===== config.mk =====
export PLATFORM = sky130hd
export DESIGN_NAME = regfile_wb_scheduler
export DESIGN_NICKNAME = d
export VERILOG_FILES = /design/src/rtl/regfile_pkg.sv /design/src/rtl/wb_rr_arbiter.sv /design/src/rtl/regfile_wb_scheduler.sv
export SDC_FILE = /design/constraint.sdc
export NUM_CORES = 1
export LEC_CHECK = 0
export ABC_AREA = 1
export CAP_MARGIN = 20
export CELL_PAD_IN_SITES_DETAIL_PLACEMENT = 1
export CELL_PAD_IN_SITES_GLOBAL_PLACEMENT = 2
export CORE_MARGIN = 3
export CORE_UTILIZATION = 22
export CTS_BUF_LIST = sky130_fd_sc_hd__clkbuf_8 sky130_fd_sc_hd__clkbuf_16
export DETAILED_ROUTE_END_ITERATION = 7
export PLACE_DENSITY = 0.92
export SLEW_MARGIN = 20
export SYNTH_ARGS = -nofsm -noshare
export SYNTH_HDL_FRONTEND = slang
export SYNTH_HIERARCHICAL = 1
export SYNTH_SLANG_ARGS = --single-unit

===== constraint.sdc =====
create_clock -name clk -period 2.5 [get_ports clk]
set_clock_uncertainty 0.1 [all_clocks]
set_input_delay 0.25 -clock clk [delete_from_list [all_inputs] [get_ports clk]]
set_output_delay 0.25 -clock clk [all_outputs]
set_load 0.05 [all_outputs]

===== src/rtl/regfile_pkg.sv =====
// -----------------------------------------------------------------------------
// regfile_pkg
// Shared constants and types for the 16x32 register file writeback path.
//   DATA_W   : register data width
//   ADDR_W   : register address width
//   NUM_REGS : number of architectural registers (r0 reads as zero)
//   wb_src_e : identifies which writeback source owns the write port
// -----------------------------------------------------------------------------
package regfile_pkg;

    localparam int DATA_W   = 32;
    localparam int ADDR_W   = 4;
    localparam int NUM_REGS = 1 << ADDR_W;

    typedef enum logic {
        WB_SRC_ALU = 1'b0,
        WB_SRC_MEM = 1'b1
    } wb_src_e;

endpackage : regfile_pkg


===== src/rtl/wb_rr_arbiter.sv =====
// -----------------------------------------------------------------------------
// wb_rr_arbiter
// Two-way round-robin arbiter for the register file write port. A lone
// requester is always granted; when both request, the source that did not win
// last time is granted.
//   clk          : clock
//   reset        : synchronous active-high reset (last grant returns to ALU)
//   alu_valid_i  : ALU writeback request
//   mem_valid_i  : load writeback request
//   alu_grant_o  : ALU request accepted this cycle (combinational)
//   mem_grant_o  : load request accepted this cycle (combinational)
// -----------------------------------------------------------------------------
module wb_rr_arbiter
    import regfile_pkg::*;
(
    input  logic clk,
    input  logic reset,
    input  logic alu_valid_i,
    input  logic mem_valid_i,
    output logic alu_grant_o,
    output logic mem_grant_o
);

    wb_src_e last_grant_q;
    wb_src_e last_grant_d;

    // Grants depend only on the valids and the last winner, never on issue
    // state, so the execute/memory stages see no combinational path from issue.
    assign alu_grant_o = alu_valid_i & (~mem_valid_i | (last_grant_q == WB_SRC_MEM));
    assign mem_grant_o = mem_valid_i & (~alu_valid_i | (last_grant_q == WB_SRC_ALU));

    // NOTE: every variable written in always_comb gets a default first, so no
    // path leaves it unassigned and no latch is inferred.
    always_comb begin
        last_grant_d = last_grant_q;
        if (alu_grant_o) begin
            last_grant_d = WB_SRC_ALU;
        end else if (mem_grant_o) begin
            last_grant_d = WB_SRC_MEM;
        end
    end

    // NOTE: sequential state uses non-blocking assignments only, so every flop
    // samples its next-state value from before the edge.
    always_ff @(posedge clk) begin
        if (reset) begin
            last_grant_q <= WB_SRC_ALU;
        end else begin
            last_grant_q <= last_grant_d;
        end
    end

endmodule : wb_rr_arbiter


===== src/rtl/regfile_wb_scheduler.sv =====
// -----------------------------------------------------------------------------
// regfile_wb_scheduler
// Shares the register file write port between ALU and load writebacks and
// keeps a busy scoreboard of in-flight destinations so issue stalls on RAW/WAW.
//   clk, reset                       : clock, synchronous active-high reset
//   alu_valid/addr/data, alu_ready   : ALU writeback request / accept
//   mem_valid/addr/data, mem_ready   : load writeback request / accept
//   issue_valid/has_dest/dest/src_a/src_b : instruction at issue
//   issue_stall                      : hazard, instruction must not issue
//   rf_write_en/addr/data            : registered register file write port
//   idle                             : nothing busy and no write in flight
// -----------------------------------------------------------------------------
module regfile_wb_scheduler
    import regfile_pkg::*;
(
    input  logic              clk,
    input  logic              reset,
    input  logic              alu_valid,
    output logic              alu_ready,
    input  logic [ADDR_W-1:0] alu_addr,
    input  logic [DATA_W-1:0] alu_data,
    input  logic              mem_valid,
    output logic              mem_ready,
    input  logic [ADDR_W-1:0] mem_addr,
    input  logic [DATA_W-1:0] mem_data,
    input  logic              issue_valid,
    input  logic              issue_has_dest,
    input  logic [ADDR_W-1:0] issue_dest,
    input  logic [ADDR_W-1:0] issue_src_a,
    input  logic [ADDR_W-1:0] issue_src_b,
    output logic              issue_stall,
    output logic              rf_write_en,
    output logic [ADDR_W-1:0] rf_write_addr,
    output logic [DATA_W-1:0] rf_write_data,
    output logic              idle
);

    logic [NUM_REGS-1:0] busy_q, busy_d;
    logic                rf_write_en_q, rf_write_en_d;
    logic [ADDR_W-1:0]   rf_write_addr_q, rf_write_addr_d;
    logic [DATA_W-1:0]   rf_write_data_q, rf_write_data_d;
    logic [ADDR_W-1:0]   wb_addr;
    logic [DATA_W-1:0]   wb_data;
    logic                wb_accept;
    logic                issue_fire;

    wb_rr_arbiter u_arb (
        .clk         (clk),
        .reset       (reset),
        .alu_valid_i (alu_valid),
        .mem_valid_i (mem_valid),
        .alu_grant_o (alu_ready),
        .mem_grant_o (mem_ready)
    );

    // At most one ready is high, so the load path selects itself when granted.
    always_comb begin
        wb_accept       = alu_ready | mem_ready;
        wb_addr         = mem_ready ? mem_addr : alu_addr;
        wb_data         = mem_ready ? mem_data : alu_data;
        rf_write_en_d   = wb_accept & (wb_addr != '0);
        rf_write_addr_d = rf_write_addr_q;
        rf_write_data_d = rf_write_data_q;
        if (rf_write_en_d) begin
            rf_write_addr_d = wb_addr;
            rf_write_data_d = wb_data;
        end
    end

    assign issue_stall = issue_valid & (busy_q[issue_src_a] | busy_q[issue_src_b] |
                                        (issue_has_dest & busy_q[issue_dest]));
    assign issue_fire  = issue_valid & ~issue_stall & issue_has_dest & (issue_dest != '0);

    // The clear happens on the same edge the register file commits; applying the
    // set afterwards lets a new issue to that register win over the clear.
    always_comb begin
        busy_d = busy_q;
        if (rf_write_en_q) begin
            busy_d[rf_write_addr_q] = 1'b0;
        end
        if (issue_fire) begin
            busy_d[issue_dest] = 1'b1;
        end
        busy_d[0] = 1'b0;
    end

    always_ff @(posedge clk) begin
        if (reset) begin
            busy_q          <= '0;
            rf_write_en_q   <= 1'b0;
            rf_write_addr_q <= '0;
            rf_write_data_q <= '0;
        end else begin
            busy_q          <= busy_d;
            rf_write_en_q   <= rf_write_en_d;
            rf_write_addr_q <= rf_write_addr_d;
            rf_write_data_q <= rf_write_data_d;
        end
    end

    assign rf_write_en   = rf_write_en_q;
    assign rf_write_addr = rf_write_addr_q;
    assign rf_write_data = rf_write_data_q;
    assign idle          = (busy_q == '0) & ~rf_write_en_q;

endmodule : regfile_wb_scheduler


==> metrics.txt, run 1 <==
Req. time, crit path 2150 ps; Crit-path slowest cell clkdlybuf4s50_1; grt peak-use layer met2; HP Start busy_q[12]$_SDFF_PP0_; row count 43; Routed wire per std cell 14.2 um; clock sink count 53; vias in the first global route 3915; endpoints failing setup 0; H-tree depth 2; Crit Path Class flop to primary output; # placed instances 818; Synth Cell Area 3240 um2; final RePlAce weighted congestion 0.880; Filler cells 1813; worst-skew pair later-pin latency 290 ps; crit-path max FO 2; first-pass GRT wire length 19200 um; Syn Area/Cell 6.27 um2; Worst R2R Start u_arb/last_grant_q$_SDFFE_PP0P_; worst r2r path cells 11; Reg-to-Reg End rf_write_addr[0]$_SDFFE_PP0P_; CP Capture Type primary output; die height 127 um; pwr dens 529 nW/um2; via count 3714; final number of hold-violating endpoints 0; Worst slew margin 63.7%; Final Max Tran Viols 0; YS warnings 6; fin crit period 2350 ps; GR Util met2 24.3%; Endpoint, Worst Hold busy_q[12]$_SDFF_PP0_; Initial DRC Count 113; ratio of cells with drive above 1 in the final layout 11.2%; CTS root buf clkbuf_16; M3 GR Usage 4.26%; post-detail-place hpwl 9610 um; startpoint types flop; clk slew on worst S/H paths 60 ps; clk buf depth 2; IO Port Bufs 130; sequential share of the synthesized area 32.7%; DIE AREA 16200 um2; RSZ-0062 raised after global routing false; initial core utilization 22.9%; Congestion Overflow GR 0; antenna violations before repair 0; CTS tree built; core footprint 14100 um2; Die X 127 um; fmax 0.426 GHz; Mapped Nets 607; hold slack 383 ps; DRC viols 0; CTS Buf Count 5; DRT Pass-1 Iters 4; Max Cap Violations 0; Synth Instances 517; Layout Cells excl Fill 824; hold path cells 2; crit-path cells nor2_1 > nand3_1 > nor4_2 > clkdlybuf4s50_1; Worst VDD drop 0.280 mV; gr usage total 14.5%; Arrival @ worst endpoint 2000 ps; antenna fix cells 0; Netlist cell types 30; vias per cell 4.51; Post-CTS Setup Bufs 0; total power 2.57 mW; Setup WS pre-CTS -3.53 ps; Worst Tran Pin Value 545 ps; FF+latch count, synth 53; cts hold-fix bufs 0; critical path's largest stage delay 840 ps; r2r setup slk 440 ps; IO Pins 131; met1 usage 18.1%; status completed; P_leak 2.12 nW; aggregate routed wire length 11700 um; post-CTS sizing 0; Tcrit/Tclk final 93.9%; Area Growth Syn to Fin 49.8%; nets@finish 735; largest net degree at the start of global routing 38; worst hold path class flop to flop; Final Worst Setup Slack 153 ps; post-route ant nets 0
metal layers:
layer	wire length [um]	share of wire (%)
met1	5080	43
met2	5490	47
met3	952	8.1
met4	201	1.7
met5	0	0
cells in the final DEF (no fill, tap or decap), drive strengths merged:
| cell type | instances |
|---|---|
| nand3b | 1 |
| or2 | 1 |
| o31ai | 2 |
| a21boi | 1 |
| nor4 | 1 |
| a31oi | 1 |
| inv | 37 |
| nand4 | 18 |
| a21oi | 17 |
| clkinv | 2 |
| nor2 | 92 |
| a211oi | 2 |
| buf | 18 |
| nand2 | 177 |
| clkbuf | 5 |
| mux2i | 2 |
| o21ai | 51 |
| clkdlybuf4s50 | 127 |
| and2 | 1 |
| nand3 | 35 |
| dfxtp | 53 |
critical path, delay by kind of cell (launching register included):
kind	cells	cell delay (ps)
DFF	1	310
and+or+nand+nor	3	570
buffers and inverters	1	840
cell usage after synthesis, drive strengths merged:
| library cell | count | area share [%] |
|---|---|---|
| buf | 13 | 4.2 |
| a31oi | 1 | 0.19 |
| clkinv | 1 | 0.15 |
| o31ai | 2 | 0.46 |
| a21oi | 17 | 2.6 |
| nand2 | 177 | 21 |
| nor2 | 92 | 13 |
| and2 | 1 | 0.19 |
| mux2i | 2 | 0.62 |
| nand3 | 35 | 5.7 |
| a211oi | 2 | 0.46 |
| or2 | 1 | 0.19 |
| inv | 37 | 4.5 |
| o21ai | 51 | 8.6 |
| clkbuf | 11 | 1.3 |
| nand4 | 18 | 3.5 |
| nor4 | 1 | 0.19 |
| dfxtp | 53 | 33 |
| nand3b | 1 | 0.23 |
| a21boi | 1 | 0.23 |
cells by family after synthesis:
family / synth area share, %
compound gates: 12.5
buf+inv: 10.2
flops: 32.7
mux: 0.618
simple gates: 43.9
where the power goes:
part / leakage [nW] / switching [mW] / internal (mW) / total [mW]
combinational: 1.62 / 0.581 / 0.375 / 0.956
sequential: 0.437 / 0.0582 / 0.915 / 0.973
clock: 0.0655 / 0.282 / 0.358 / 0.640
total: 2.12 / 0.921 / 1.65 / 2.57
per-stage QoR:
step                instance area [um2]  TNS, ps  utilization, %
floorplan                          3250        0               -
global placement                   4730        0            33.4
detailed placement                 4730    -5.76            33.4
CTS                                4860        0            34.3
global route                       4860        0            34.3
finish                             4860        0            34.3
flip-flops by register name (all words and copies together), names as in the netlist:
name,cells
rf_write_data,32
busy_q,15
rf_write_addr,4
rf_write_en,1
u_arb/last_grant_q,1
final cells by class:
class	instances	area, um2	share of cell area (%)
sequential	53	1060	21.9
timing repair buffer	145	1430	29.5
multi-input combinational	402	1860	38.2
tap	180	225	4.64
clock buffer	5	125	2.58
clock inverter	1	5.00	0.103
inverter	38	151	3.12
how the worst max path moves through the flow:
stage	cells past startpoint	startpoint	endpoint
after floorplan	10	issue_src_a[0]	issue_stall
after global placement	12	alu_valid	rf_write_addr[1]$_SDFFE_PP0P_
after detailed placement	12	alu_valid	rf_write_addr[0]$_SDFFE_PP0P_
after CTS	4	rf_write_en$_SDFF_PP0_	idle
after global routing	4	rf_write_en$_SDFF_PP0_	idle
final	4	rf_write_en$_SDFF_PP0_	idle
Power figures use the tool's default switching activity.
==> run 2: changes to the inputs <==
- CORE_UTILIZATION: 22 -> 23
- PLACE_DENSITY: 0.92 -> 0.95
- SKIP_CTS_REPAIR_TIMING: default -> 1
- clock period: 2.5 -> 3 ns (I/O delays scaled with it)
==> metrics.txt, run 2 (synthesis gave the netlist of run 1 again) <==
status completed (unchanged); worst-skew pair later-pin latency 280 ps (was 290 ps); CTS Buf Count 5 (unchanged); DRC viols 0 (unchanged); Filler cells 1749 (was 1813); Clk network pwr share 25.9% (was 24.9%); Final Max Tran Viols 0 (unchanged); setup TNS 0 ps (unchanged); final number of hold-violating endpoints 0 (unchanged); CTS root buf clkbuf_16 (unchanged); Worst VDD drop 0.213 mV (was 0.280 mV); via count 3714 (unchanged); row count 42 (was 43); die height 125 um (was 127 um); endpoints failing setup 0 (unchanged); pwr dens 448 nW/um2 (was 529 nW/um2); Crit Path Class input port to primary output (was flop to primary output); IO Pins 131 (unchanged); CP Capture Type primary output (unchanged); aggregate routed wire length 11600 um (was 11700 um); commonest non-fill, non-tap cell in the layout nand2_1 (unchanged); fin util 35.6% (was 34.3%); largest net degree at the start of global routing 38 (unchanged); clock sink count 53 (unchanged); nets@finish 729 (was 735); Pint 1.37 mW (was 1.65 mW); gr usage total 14.7% (was 14.5%); RSZ-0062 raised after global routing false (unchanged); total power 2.15 mW (was 2.57 mW); Arrival @ worst endpoint 2100 ps (was 2000 ps); crit-path max FO 13 (was 2); final RePlAce weighted congestion 0.831 (was 0.880); fmax 0.400 GHz; Psw 0.780 mW (was 0.921 mW); ratio of cells with drive above 1 in the final layout 10.3% (was 11.2%); Tcrit/Tclk final 83.3%; crit-path cells clkdlybuf4s50_1 > inv_2 > nand2_1 > nand2_1 > nand2_1 > nand2_1 > nand2_1 > nand2_1 > o21ai_4 > a21boi_0 > buf_4 (was nor2_1 > nand3_1 > nor4_2 > clkdlybuf4s50_1); Crit-path slowest cell clkdlybuf4s50_1 (unchanged); initial core utilization 24.0% (was 22.9%); Max Cap Violations 0 (unchanged); multi-input combinational cell area 1850 um2 (was 1860 um2); P_leak 2.09 nW (was 2.12 nW); commonest non-fill, non-tap cells in the layout nand2_1 (174), clkdlybuf4s50_1 (128), nor2_1 (59), dfxtp_1 (53) (was nand2_1 (174), clkdlybuf4s50_1 (127), nor2_1 (59), dfxtp_1 (53)); post-route ant nets 0 (unchanged); Routed wire per std cell 14.2 um (about the same); clk buf depth 2 (unchanged); Register Area 1060 um2 (unchanged); Worst Tran Pin Value 880 ps (was 545 ps); IO Port Bufs 130 (unchanged); H-tree depth 2 (unchanged); critical path's largest stage delay 660 ps (was 840 ps); Worst slew margin 41.3% (was 63.7%); first-pass GRT wire length 19100 um (was 19200 um); vias in the first global route 3961 (was 3915); Initial DRC Count 166 (was 113); sequential share of power 37.8% (was 37.9%); fin crit period 2500 ps; Gate power share 36.3% (was 37.2%); Req. time, crit path 2600 ps (was 2150 ps); vias per cell 4.55 (was 4.51); Die X 125 um (was 127 um); DRT Pass-1 Iters 4 (unchanged); Area Growth Syn to Fin 48.2% (was 49.8%); max reg flops 32 (unchanged); DIE AREA 15600 um2 (was 16200 um2); core footprint 13500 um2 (was 14100 um2); Congestion Overflow GR 0 (unchanged); startpoint types input port (was flop); worst hold path class flop to flop (unchanged); CTS tree built (unchanged); post-detail-place hpwl 9500 um (was 9610 um); Net Sw Frac 36.2% (was 35.8%); clk slew on worst S/H paths 70 ps (was 60 ps); hold slack 381 ps (was 383 ps); Worst path most repeated cell nand2_1; antenna violations before repair 0 (unchanged); antenna fix cells 0 (unchanged)
==> run 2: critical path: cells and delay by family <==
kind	cells	cell delay (ps)
AOI/OAI and AO/OA	2	240
buffers and inverters	3	1130
and+or+nand+nor	6	420
==> run 2: final timing paths <==
check / startpoint / end / slack (ps) / depth (start not counted)
worst max register to register: u_arb/last_grant_q$_SDFFE_PP0P_ / rf_write_data[3]$_SDFFE_PP0P_ / 850 / 11
worst min-delay path: busy_q[12]$_SDFF_PP0_ / busy_q[12]$_SDFF_PP0_ / 380 / 2
worst max-delay path: issue_dest[0] / issue_stall / 500 / 11
worst min register to register: busy_q[12]$_SDFF_PP0_ / busy_q[12]$_SDFF_PP0_ / 380 / 2
==> run 2: layout make-up <==
class | count | area share [%]
timing repair buffer | 139 | 28.7
inverter | 38 | 3.15
tap | 176 | 4.59
sequential | 53 | 22.1
multi-input combinational | 402 | 38.5
clock buffer | 5 | 2.61
clock inverter | 3 | 0.365
==> run 2: metal layers <==
metal  global-route usage (%)  wire (um)  vias to the layer above
met1                     16.9       4830                     1697
met2                     25.9       5590                      112
li1                         -          -                     1899
met4                     2.97        108                        0
met3                     5.53       1070                        6
met5                        0          0                        -
==> run 2: power groups by stage <==
stage          combinational (mW)  clock (mW)  sequential (mW)
2_1_floorplan               0.295           0             1.01
3_3_place_gp                0.770           0            0.829
3_5_place_dp                0.789           0            0.829
4_1_cts                     0.791       0.574            0.814
5_1_grt                     0.846       0.604            0.821
6_report                    0.780       0.558            0.813
==> run 2: per-stage QoR <==
| step | instance area, um2 | worst slack [ps] | std cells |
|---|---|---|---|
| 3_3_place_gp | 4660 | 460 | 808 |
| 6_report | 4800 | 502 | 816 |
| 5_1_grt | 4800 | 312 | 816 |
| 4_1_cts | 4800 | 457 | 816 |
| 3_5_place_dp | 4660 | 351 | 808 |
| 2_1_floorplan | 3240 | 301 | 517 |
